File: src/rtl/shift_sched.sv
// Round-robin scheduler wrapped around one shared iterative shifter.
// Each accepted operation shifts one bit per clock and ends with a one-cycle done pulse.
module shift_sched #(
    parameter int NREQ  = 4,
    parameter int WIDTH = 16,
    parameter int AMT_W = 4,
    localparam int IDW  = $clog2(NREQ)
) (
    input  logic                  clk,
    input  logic                  reset,
    input  logic [NREQ-1:0]       req,
    input  logic [NREQ*WIDTH-1:0] req_data,
    input  logic [NREQ*2-1:0]     req_type,
    input  logic [NREQ*AMT_W-1:0] req_amt,
    output logic [NREQ-1:0]       gnt,
    output logic                  busy,
    output logic                  done,
    output logic [IDW-1:0]        done_id,
    output logic [WIDTH-1:0]      result
);

    typedef enum logic [1:0] {IDLE, SHIFT, DONE} state_e;

    localparam logic [1:0] SH_LRIGHT = 2'd1;
    localparam logic [1:0] SH_ARIGHT = 2'd3;

    state_e             state_q, state_d;
    logic [WIDTH-1:0]   work_q, work_d;
    logic [1:0]         typ_q, typ_d;
    logic [AMT_W-1:0]   count_q, count_d;
    logic [IDW-1:0]     id_q, id_d;
    logic [IDW-1:0]     last_q, last_d;
    logic [NREQ-1:0]    gnt_q, gnt_d;
    logic               done_q, done_d;
    logic [IDW-1:0]     done_id_q, done_id_d;
    logic [WIDTH-1:0]   result_q, result_d;

    logic               found;
    logic [IDW-1:0]     pick;
    logic [IDW-1:0]     cand;
    logic [WIDTH-1:0]   sel_data;
    logic [1:0]         sel_type;
    logic [AMT_W-1:0]   sel_amt;

    // Both logical and arithmetic left shifts zero-fill, so only right shifts are distinct.
    function automatic logic [WIDTH-1:0] shift_one(input logic [WIDTH-1:0] v,
                                                   input logic [1:0]       t);
        case (t)
            SH_LRIGHT: shift_one = v >> 1;
            SH_ARIGHT: shift_one = {v[WIDTH-1], v[WIDTH-1:1]};
            default:   shift_one = v << 1;
        endcase
    endfunction

    // Search starts just past the last winner, so a fresh grantee drops to lowest priority.
    always_comb begin
        found = 1'b0;
        pick  = '0;
        cand  = '0;
        for (int off = 1; off <= NREQ; off++) begin
            cand = IDW'((int'(last_q) + off) % NREQ);
            if (!found && req[cand]) begin
                found = 1'b1;
                pick  = cand;
            end
        end
    end

    assign sel_data = req_data[pick*WIDTH +: WIDTH];
    assign sel_type = req_type[pick*2 +: 2];
    assign sel_amt  = req_amt[pick*AMT_W +: AMT_W];

    always_comb begin
        // NOTE: every output of this block gets a default first so no path infers a latch.
        state_d   = state_q;
        work_d    = work_q;
        typ_d     = typ_q;
        count_d   = count_q;
        id_d      = id_q;
        last_d    = last_q;
        gnt_d     = '0;
        done_d    = 1'b0;
        done_id_d = done_id_q;
        result_d  = result_q;

        case (state_q)
            IDLE: begin
                if (found) begin
                    gnt_d   = NREQ'(1) << pick;
                    work_d  = sel_data;
                    typ_d   = sel_type;
                    count_d = sel_amt;
                    id_d    = pick;
                    last_d  = pick;
                    if (sel_amt == '0) begin
                        state_d   = DONE;
                        done_d    = 1'b1;
                        done_id_d = pick;
                        result_d  = sel_data;
                    end else begin
                        state_d = SHIFT;
                    end
                end
            end
            SHIFT: begin
                work_d  = shift_one(work_q, typ_q);
                count_d = count_q - AMT_W'(1);
                if (count_q == AMT_W'(1)) begin
                    state_d   = DONE;
                    done_d    = 1'b1;
                    done_id_d = id_q;
                    result_d  = work_d;
                end
            end
            default: state_d = IDLE;
        endcase
    end

    always_ff @(posedge clk or negedge reset) begin
        if (!reset) begin
            state_q   <= IDLE;
            work_q    <= '0;
            typ_q     <= '0;
            count_q   <= '0;
            id_q      <= '0;
            last_q    <= IDW'(NREQ - 1);
            gnt_q     <= '0;
            done_q    <= 1'b0;
            done_id_q <= '0;
            result_q  <= '0;
        end else begin
            // NOTE: non-blocking so every register updates from the same pre-edge values.
            state_q   <= state_d;
            work_q    <= work_d;
            typ_q     <= typ_d;
            count_q   <= count_d;
            id_q      <= id_d;
            last_q    <= last_d;
            gnt_q     <= gnt_d;
            done_q    <= done_d;
            done_id_q <= done_id_d;
            result_q  <= result_d;
        end
    end

    assign gnt     = gnt_q;
    assign busy    = (state_q != IDLE);
    assign done    = done_q;
    assign done_id = done_id_q;
    assign result  = result_q;

endmodule

File: config.mk
export PLATFORM = sky130hd
export DESIGN_NAME = shift_sched
export DESIGN_NICKNAME = d
export VERILOG_FILES = /design/src/rtl/shift_sched.sv
export SDC_FILE = /design/constraint.sdc
export NUM_CORES = 1
export LEC_CHECK = 0
export CAP_MARGIN = 15
export CELL_PAD_IN_SITES_DETAIL_PLACEMENT = 1
export CELL_PAD_IN_SITES_GLOBAL_PLACEMENT = 2
export CORE_ASPECT_RATIO = 1.2
export CORE_MARGIN = 8
export CORE_UTILIZATION = 24
export CTS_BUF_LIST = sky130_fd_sc_hd__clkbuf_8
export DETAILED_ROUTE_END_ITERATION = 10
export PLACE_DENSITY = 0.77
export SYNTH_ARGS = -nofsm -noshare
export SYNTH_HDL_FRONTEND = slang
export SYNTH_SLANG_ARGS = --single-unit
export TNS_END_PERCENT = 5
File: constraint.sdc
create_clock -name clk -period 2.3 [get_ports clk]
set_input_delay 0.46 -clock clk [delete_from_list [all_inputs] [get_ports clk]]
set_output_delay 0.46 -clock clk [all_outputs]
set_load 0.02 [all_outputs]
; ---- Word-level counts from Yosys, hierarchy flattened
; Index checks and enable logic that the tools add are counted.
[word_totals]
regBits = 51
input_bits = 94
output_inout_bits = 24
elab_cells = 83
[op_classes]
n_addsub = 5
n_lt_le_gt_ge = 4
n_eq_ne = 7
shifts = 4
n_mux = 39
n_reduce_logical = 14
[op_table]
columns = op, count
row1 = 16-bit case mux with 2 select lines, 3
row2 = 16-bit 2-to-1 mux, 4
row3 = 64-bit by 7-bit variable part select with 16-bit output, 1
row4 = 2-bit 2-to-1 mux, 10
row5 = 16-bit by 5-bit variable part select with 4-bit output, 1
row6 = "2-bit by 3-bit < comparator with 1-bit output, second input constant", 4
row7 = 4-bit 2-to-1 mux, 3
row8 = 1-bit 2-to-1 mux, 11
row9 = 1-bit binary-select mux with 2-bit select, 4
row10 = 2-bit case mux with 2 select lines, 2
row11 = 4-bit case mux with 2 select lines, 1
row12 = 8-bit by 4-bit variable part select with 2-bit output, 1
row13 = "2-bit != test, second input constant", 3
row14 = 2-bit AND reduction, 3
row15 = "2-bit by 1-bit adder with 2-bit output, second input constant", 2
row16 = "2-bit adder, second input constant", 2
row17 = "2-bit by 1-bit == test with 1-bit output, second input constant", 2
row18 = "4-bit by 1-bit == test with 1-bit output, second input constant", 1
row19 = 4-bit zero test, 1
row20 = 4-bit AND reduction, 1
row21 = 2-bit nonzero test, 2
row22 = "1-bit by 2-bit left shift with 4-bit output, first input constant", 1
row23 = "4-bit by 1-bit subtractor with 4-bit output, second input constant", 1
row24 = 1-bit logical AND, 3
row25 = 4 further kinds, 6

; ---- Longest topological paths before layout
; Gate-level depths: netlist (run 1).
[depth]
depth_word = 18
ltp_mapped = 11
ltp_nobuf = 7

; ---- Worst setup path before layout (run 1)
; OpenSTA, ideal clock, no wires.
[synth_path]
kind = flip-flop to flip-flop
from = reg last_q[1]
to = reg result_q[0], in the netlist result[0]
setup_ps = 131
t_arrival_ps = 2405
required_time_ps = 2169
setup_slack_ps = -236
path_stages_with_launch = 9
path_buffers = 1
synth_period_minus_slack_ps = 2536
path_cell_list = dfstp_2 buf_6 mux2i_1 o2bb2ai_2 nor2_2 mux4_2 a21oi_1 nor3_1 or3_1
[synth_via]
elab_chain_len = 17
word_cells_on_any_way = 35
classes_between = 4 x add/sub / 2 x eq/ne / 2 x shift / 19 x mux / 8 x reduce/logical
[synth_lines]
columns = element, line_no
row1 = from (decl), 32  ; logic [IDW-1:0] last_q, last_d;
row2 = from (signal assigned), 126  ; last_q <= IDW'(NREQ - 1);
row3 = from (signal assigned), 138  ; last_q <= last_d;
row4 = 2-bit by 1-bit adder with 2-bit output, 61  ; cand = IDW'((int'(last_q) + off) % NREQ);
row5 = 1-bit binary-select mux with 2-bit select, 62  ; if (!found && req[cand]) begin
row6 = 1-bit 2-to-1 mux (implied by the code), 62
row7 = 1-bit 2-to-1 mux, 62
row8 = 1-bit zero test, 62
row9 = 1-bit logical AND, 62
row10 = 1-bit 2-to-1 mux, 62
row11 = 1-bit zero test, 62
row12 = 1-bit logical AND, 62
row13 = 1-bit 2-to-1 mux, 62
row14 = 1-bit zero test, 62
row15 = 1-bit logical AND, 62
row16 = 2-bit 2-to-1 mux, 62
row17 = 64-bit by 7-bit variable part select with 16-bit output or 16-bit by 5-bit variable part select with 4-bit output (tied branches), "69, 71"
row18 = 16-bit 2-to-1 mux or 4-bit zero test (tied branches), 95  ; if (sel_amt == '0) begin
row19 = 16-bit 2-to-1 mux or 2-bit != test (tied branches), n/a
row20 = 16-bit case mux with 2 select lines or 4-bit AND reduction (tied branches), n/a
row21 = to (signal assigned), 142  ; result_q <= result_d;
row22 = to (decl), 36  ; logic [WIDTH-1:0] result_q, result_d;
; Several ways; a longest one is shown, not always the timed one. The select of a mux whose other input is x is not followed.
; A chain may end at the register's enable or synchronous reset.

; ---- Final worst setup path (run 1)
; Ends and elaborated chain as after synthesis.

==> impl_metrics.csv, run 1 <==
group,metric,value,unit
run_status,status,"complete, but fails checks",
run_status,violations,"setup timing",
logic_synthesis,yosysTopAreaCellShare,34.75,%
pwr,power_frac_comb,65.6,%
detailed_routing,maxUsedRoutingLayer,"met4",
grt,grt.total_usage,14.99,%
logic_synthesis,syn_nets,505,
cts,clock-root-buffer,"clkbuf_8",
cts,tritoncts,"done",
logic_synthesis,synth_area,3528,um2
cts,htree_levels,2,
placed_design,hpwl,11.05,mm
logic_synthesis,yosysMostFrequentCell,"o21ai_0",
grt,grt.overflow.total,0,
cells_and_area,final_util,38.72,%
timing,hold_viol_final,0,
logic_synthesis,synth_top_flop_cell,"dfrtp_1",
logic_synthesis,synth_cells,409,
timing,period_needed,2.532,ns
timing,fin_skew,0.01074,ns
placed_design,io_buffers,117,
logic_synthesis,synthTopCellsByCount,"o21ai_0, dfrtp_1, nand2_1",
worst_setup_path,path_class,"register to register",
cts,path_clk_slew,0.10,ns
worst_setup_path,cp_data_required_time,2.50,ns
worst_setup_path,crit_path_start_kind,"register",
timing,fin_setup_tns,-3.888,ns
logic_synthesis,yosys_warnings,0,
pwr,p_sw_share,43.43,%
grt,grt_pass1_vias,4186,
logic_synthesis,synth_largest_area_cell,"dfrtp_1",
logic_synthesis,synth_cell_types,57,
detailed_routing,vias,3782,
pwr,p_int,3739,uW
detailed_routing,wl_met2,6.780,mm
detailed_routing,antenna_left,0,
timing,timing.hold.ws,0.1565,ns
logic_synthesis,synth.area.top_cells,"dfrtp_1, o21ai_0, o211ai_1",
pwr,p_total,6610,uW
worst_setup_path,critPathMaxFanout,5,
job,drv_cap,0,
pwr,ir_worst_vdd,315.3,uV
worst_setup_path,rr_startpoint,"last_q[1]$_DFFE_PN1P_",
grt,antenna_found_initial,0,
timing,rsz0062_at_grt,"true",
grt,grt_pass1_wl,22.89,mm
detailed_routing,wl_met1,6.537,mm
worst_setup_path,crit_arrival,2.73,ns
timing,tightest_slew,0.8814,ns
grt,grt_max_degree,37,
timing,setup_viol,22,
pwr,p_leak,0.002193,uW
die,start_util,24.48,%
die,core_area,14410,um2
logic_synthesis,async_reset_ff_share,100.0,%
die,num_rows,48,
detailed_routing,drt_pass1_iterations,4,
detailed_routing,wl_per_cell,19.23,um
cells_and_area,final_layout_size_suffix_gt1_share,20.00,%
timing,fmax,394.9,MHz
pwr,power.switching,2871,uW
detailed_routing,viasPerCell,5.111,
die,die_y,148.8,um
pwr,pwr-share-seq,24.1,%
timing,fin_crit_sh,110.1,%
detailed_routing,drt_iter0_drc,178,
pwr,clkPwrFrac,10.3,%
logic_synthesis,ys_seq_area_share,36.24,%
detailed_routing,drt-total-wl,14.23,mm
timing,max_slew_margin,41.24,%
detailed_routing,met3WireLength,712,um
worst_setup_path,rr_worst_depth,9,
cts,cts_buffers,5,
die,die_area,18850,um2
worst_setup_path,endpoint,"result[0]$_DFFE_PN0P_",
worst_setup_path,crit_path_start,"last_q[1]$_DFFE_PN1P_",
cts,clock-sinks,51,
detailed_routing,drcViolationCount,0,
worst_hold_path,hold_class,"primary input to asynchronous set/reset pin",
die,io_pins,118,
placed_design,gp_congestion,0.8533,
timing,fin_ws,-0.2323,ns
cts,cts_buffer_depth,2,
worst_setup_path,setup.worst_path.end_class,"register",
logic_synthesis,avgSynthCellArea,8.627,um2
timing,report.final.slew_viol_count,0,
die,die_w,126.7,um
cells_and_area,syn_to_final_growth,58.16,%
logic_synthesis,synth_edf_count,0,
cts,postCtsHoldBufs,0,
cells_and_area,nNetsFinal,660,
cts,clk_latency,0.31,ns
logic_synthesis,synth_seq_cells,51,
worst_setup_path,rrSetupSlack,-0.23,ns
pwr,p_per_area,1184,nW/um2
worst_setup_path,reg2reg_to,"result[0]$_DFFE_PN0P_",
cells_and_area,antenna_cells,0,
worst min path at each step:
stage,endpoint,cells after the start
final,gnt[1]$_DFF_PN0_,1
after global routing,gnt[3]$_DFF_PN0_,1
after CTS,result[13]$_DFFE_PN0P_,1
after detailed placement,id_q[1]$_DFFE_PN0P_,1
after global placement,id_q[1]$_DFFE_PN0P_,1
after floorplan,count_q[0]$_DFFE_PN0P_,0
layout make-up:
cell class | instances | area [um2]
Sequential cell | 51 | 1279
Clock inverter | 2 | 38.79
Inverter | 18 | 67.56
Timing Repair Buffer | 183 | 1760
Fill cell | 1673 | 8833
Tap cell | 175 | 219.0
Multi-Input combinational cell | 305 | 2133
Clock buffer | 6 | 82.58
worst max-delay path: stages (launching register included):
cell       delay (ns)
dfstp_2          0.59
buf_6            0.11
mux2i_4          0.26
buf_6            0.13
o2bb2ai_4        0.07
nor2_4           0.11
mux4_2           0.55
a21oi_4          0.19
nor3_1           0.06
or3_1            0.34
registers in the layout, indices dropped and copies added, names as in the netlist:
name and count:
state_q 2, count_q 4, done 1, result 16
id_q 2, done_id 2, work_q 16, gnt 4
typ_q 2, last_q 2
layout by cell type, fill, tap and decap left out, types with 6 or more instances in the layout:
cell type and count:
nand2_1 45, mux2i_1 16, nand3_1 8, o21ai_0 69, a311o_1 16, o211ai_1 28, clkbuf_8 6, a21oi_1 6
nor3_1 21, dfrtp_1 49, clkdlybuf4s50_1 113, inv_1 18, nor2_1 12, buf_4 55, buf_12 7, mux2_2 13
timing repair:
item,4_1_cts,5_1_grt
gates resized for setup,16,4
setup buffers,4,0
endpoints found under the setup margin,37,35
pin swaps,3,0
stage by stage:
| stage | cell area, um2 | worst slack [ns] | cells |
|---|---|---|---|
| after floorplan | 3595 | -0.1022 | 409 |
| after global placement | 5343 | -0.6904 | 728 |
| after detailed placement | 5343 | -0.7878 | 728 |
| after CTS | 5562 | -0.2337 | 740 |
| after global routing | 5580 | -0.3738 | 740 |
| final | 5580 | -0.2323 | 740 |
power groups by stage:
stage,clock network (uW),logic [uW],registers (uW)
floorplan,0,2260,1560
global placement,0,4030,1600
detailed placement,0,4150,1610
CTS,699,4340,1590
global route,731,4770,1650
finish,683,4330,1590
routing by layer:
layer / vias up / track usage [%]
met1: 1851 / 18.75
met5: - / 0
met2: 88 / 25.78
met4: 0 / 3.754
met3: 12 / 3.076
li1: 1831 / -
cell families after synthesis:
kind of cell	share of synthesized area [%]
buffers and inverters	6.844
and+or+nand+nor	15.46
adders and majority gates	0.7091
DFF	36.24
AOI/OAI and AO/OA	30.82
muxes	9.929
(Power assumes the default switching activity.)
==> run 2: changes to the inputs <==
Settings changed: RECOVER_POWER from default to 25.
==> run 2 against run 1 <==
  * The flow still finishes with violations (setup timing)
  * Hold slack better by 0.32 ns
  * Critical path type unchanged
  * Combinational power hardly changed
  * Sequential cell count stayed put
  * Cell count stayed put
  * Die area stayed put
  * Wire length hardly changed
  * Sequential power hardly changed
  * Sequential share of layout area hardly changed
  * Highest routed layer unchanged
==> impl_metrics.csv, run 2 (synthesis gave the netlist of run 1 again) <==
group,metric,value,unit
cells_and_area,mostFrequentLayoutCells,"clkdlybuf4s50_1, o21ai_0, buf_4",
cells_and_area,nNetsFinal,660,
placed_design,placed_area,5343,um2
detailed_routing,drt_pass1_iterations,4,
die,start_util,24.48,%
grt,grt_pass1_vias,4186,
timing,report.final.slew_viol_count,0,
pwr,p_leak,0.002190,uW
die,io_pins,118,
pwr,p_per_area,1184,nW/um2
cells_and_area,finalNonFillerCells,740,
pwr,p_total,6608,uW
die,num_rows,48,
cells_and_area,num-fill-cells,1671,
timing,tightest_slew,1.467,ns
die,core_area,14410,um2
timing,period_needed,2.532,ns
detailed_routing,drcViolationCount,0,
placed_design,hpwl,11.05,mm
timing,fin_skew,0.01113,ns
worst_setup_path,cp_data_required_time,2.50,ns
run_status,violations,"setup timing",
grt,grt_max_degree,37,
timing,timing.hold.ws,0.4812,ns
worst_setup_path,setup.worst_path.end_class,"register",
detailed_routing,drt_iter0_drc,183,
timing,fin_setup_tns,-3.892,ns
die,die_area,18850,um2
cts,clock-sinks,51,
detailed_routing,drt-total-wl,14.22,mm
timing,rsz0062_at_grt,"true",
grt,grt.overflow.total,0,
cts,tritoncts,"done",
placed_design,dp.cells,728,
job,drv_cap,0,
pwr,ir_worst_vdd,315.3,uV
timing,max_slew_margin,2.174,%
detailed_routing,antenna_left,0,
timing,fin_ws,-0.2322,ns
grt,grt_pass1_wl,22.89,mm
timing,hold_viol_final,0,
run_status,status,"complete, but fails checks",
cells_and_area,syn_to_final_growth,58.12,%
timing,setup_viol,22,
detailed_routing,vias,3781,
cts,clock-root-buffer,"clkbuf_8",
timing,fin_crit_sh,110.1,%
cells_and_area,antenna_cells,0,
placed_design,io_buffers,117,
cells_and_area,final_layout_size_suffix_gt1_share,19.82,%
worst_setup_path,path_class,"register to register",
detailed_routing,viasPerCell,5.109,
worst_setup_path,crit_path_start_kind,"register",
die,die_y,148.8,um
cells_and_area,multiInputGateArea,2133,um2
grt,grt.total_usage,14.99,%
cts,cts_buffers,5,
cts,htree_levels,2,
die,die_w,126.7,um
cells_and_area,final_common_cell,"clkdlybuf4s50_1",
cells_and_area,seq_area,1279,um2
cts,clk_latency,0.31,ns
placed_design,gp_congestion,0.8533,
timing,fmax,394.9,MHz
worst_setup_path,crit_arrival,2.73,ns
cts,path_clk_slew,0.10,ns
cells_and_area,final_area,5579,um2
cts,cts_buffer_depth,2,
worst_setup_path,critPathMaxFanout,5,
grt,antenna_found_initial,0,
worst_hold_path,hold_class,"primary input to asynchronous set/reset pin",
detailed_routing,wl_per_cell,19.21,um
[run 2: final timing paths]
check | from | endpoint | slack (ns) | cells after the start
worst max register to register | last_q[1]$_DFFE_PN1P_ | result[0]$_DFFE_PN0P_ | -0.23 | 9
worst min-delay path | reset | gnt[1]$_DFF_PN0_ | 0.48 | 1
max in group asynchronous | reset | result[14]$_DFFE_PN0P_ | 0.97 | 1
min in group clk | id_q[1]$_DFFE_PN0P_ | id_q[1]$_DFFE_PN0P_ | 0.49 | 1
worst min register to register | id_q[1]$_DFFE_PN0P_ | id_q[1]$_DFFE_PN0P_ | 0.49 | 1
worst max-delay path | last_q[1]$_DFFE_PN1P_ | result[0]$_DFFE_PN0P_ | -0.23 | 9
[run 2: area by class of cell]
| class | instances | area share, % |
|---|---|---|
| clock buffers | 6 | 1.480 |
| clock inverters | 2 | 0.6952 |
| inverters | 18 | 1.211 |
| multi-input cells | 305 | 38.24 |
| flip-flops and latches | 51 | 22.92 |
| well taps | 175 | 3.925 |
| repair buffers | 183 | 31.53 |
[run 2: worst max-delay path, stage by stage, from the launching register on]
cell       delay [ns]
dfstp_2          0.59
buf_6            0.11
mux2i_4          0.26
buf_6            0.13
o2bb2ai_4        0.07
nor2_4           0.11
mux4_2           0.55
a21oi_4          0.19
nor3_1           0.06
or3_1            0.34
[run 2: what timing repair did]
action,in CTS,in global routing
endpoints found under the setup margin,37,35
hold buffers,0,0
pin swaps,3,0
resized for setup,16,4
setup buffers,4,0
[run 2: power breakdown]
part           internal, uW  switching [uW]  leakage (uW)
registers              1250             342      0.000551
logic                  2130            2200       0.00158
clock network           359             324     0.0000618
[run 2: metrics by stage]
step | worst slack [ns] | utilization [%]
after CTS | -0.2337 | 38.59
after global placement | -0.6904 | 37.07
after detailed placement | -0.7878 | 37.07
final | -0.2322 | 38.71
after global routing | -0.3738 | 38.71
after floorplan | -0.1022 | -
[run 2: routing by layer]
metal	GRT usage (%)	vias to the layer above	part of all wire, %
met2	25.78	82	48
met1	18.75	1853	46
met3	3.076	12	4.8
met4	3.754	0	1.4
met5	0	-	0
li1	-	1834	-
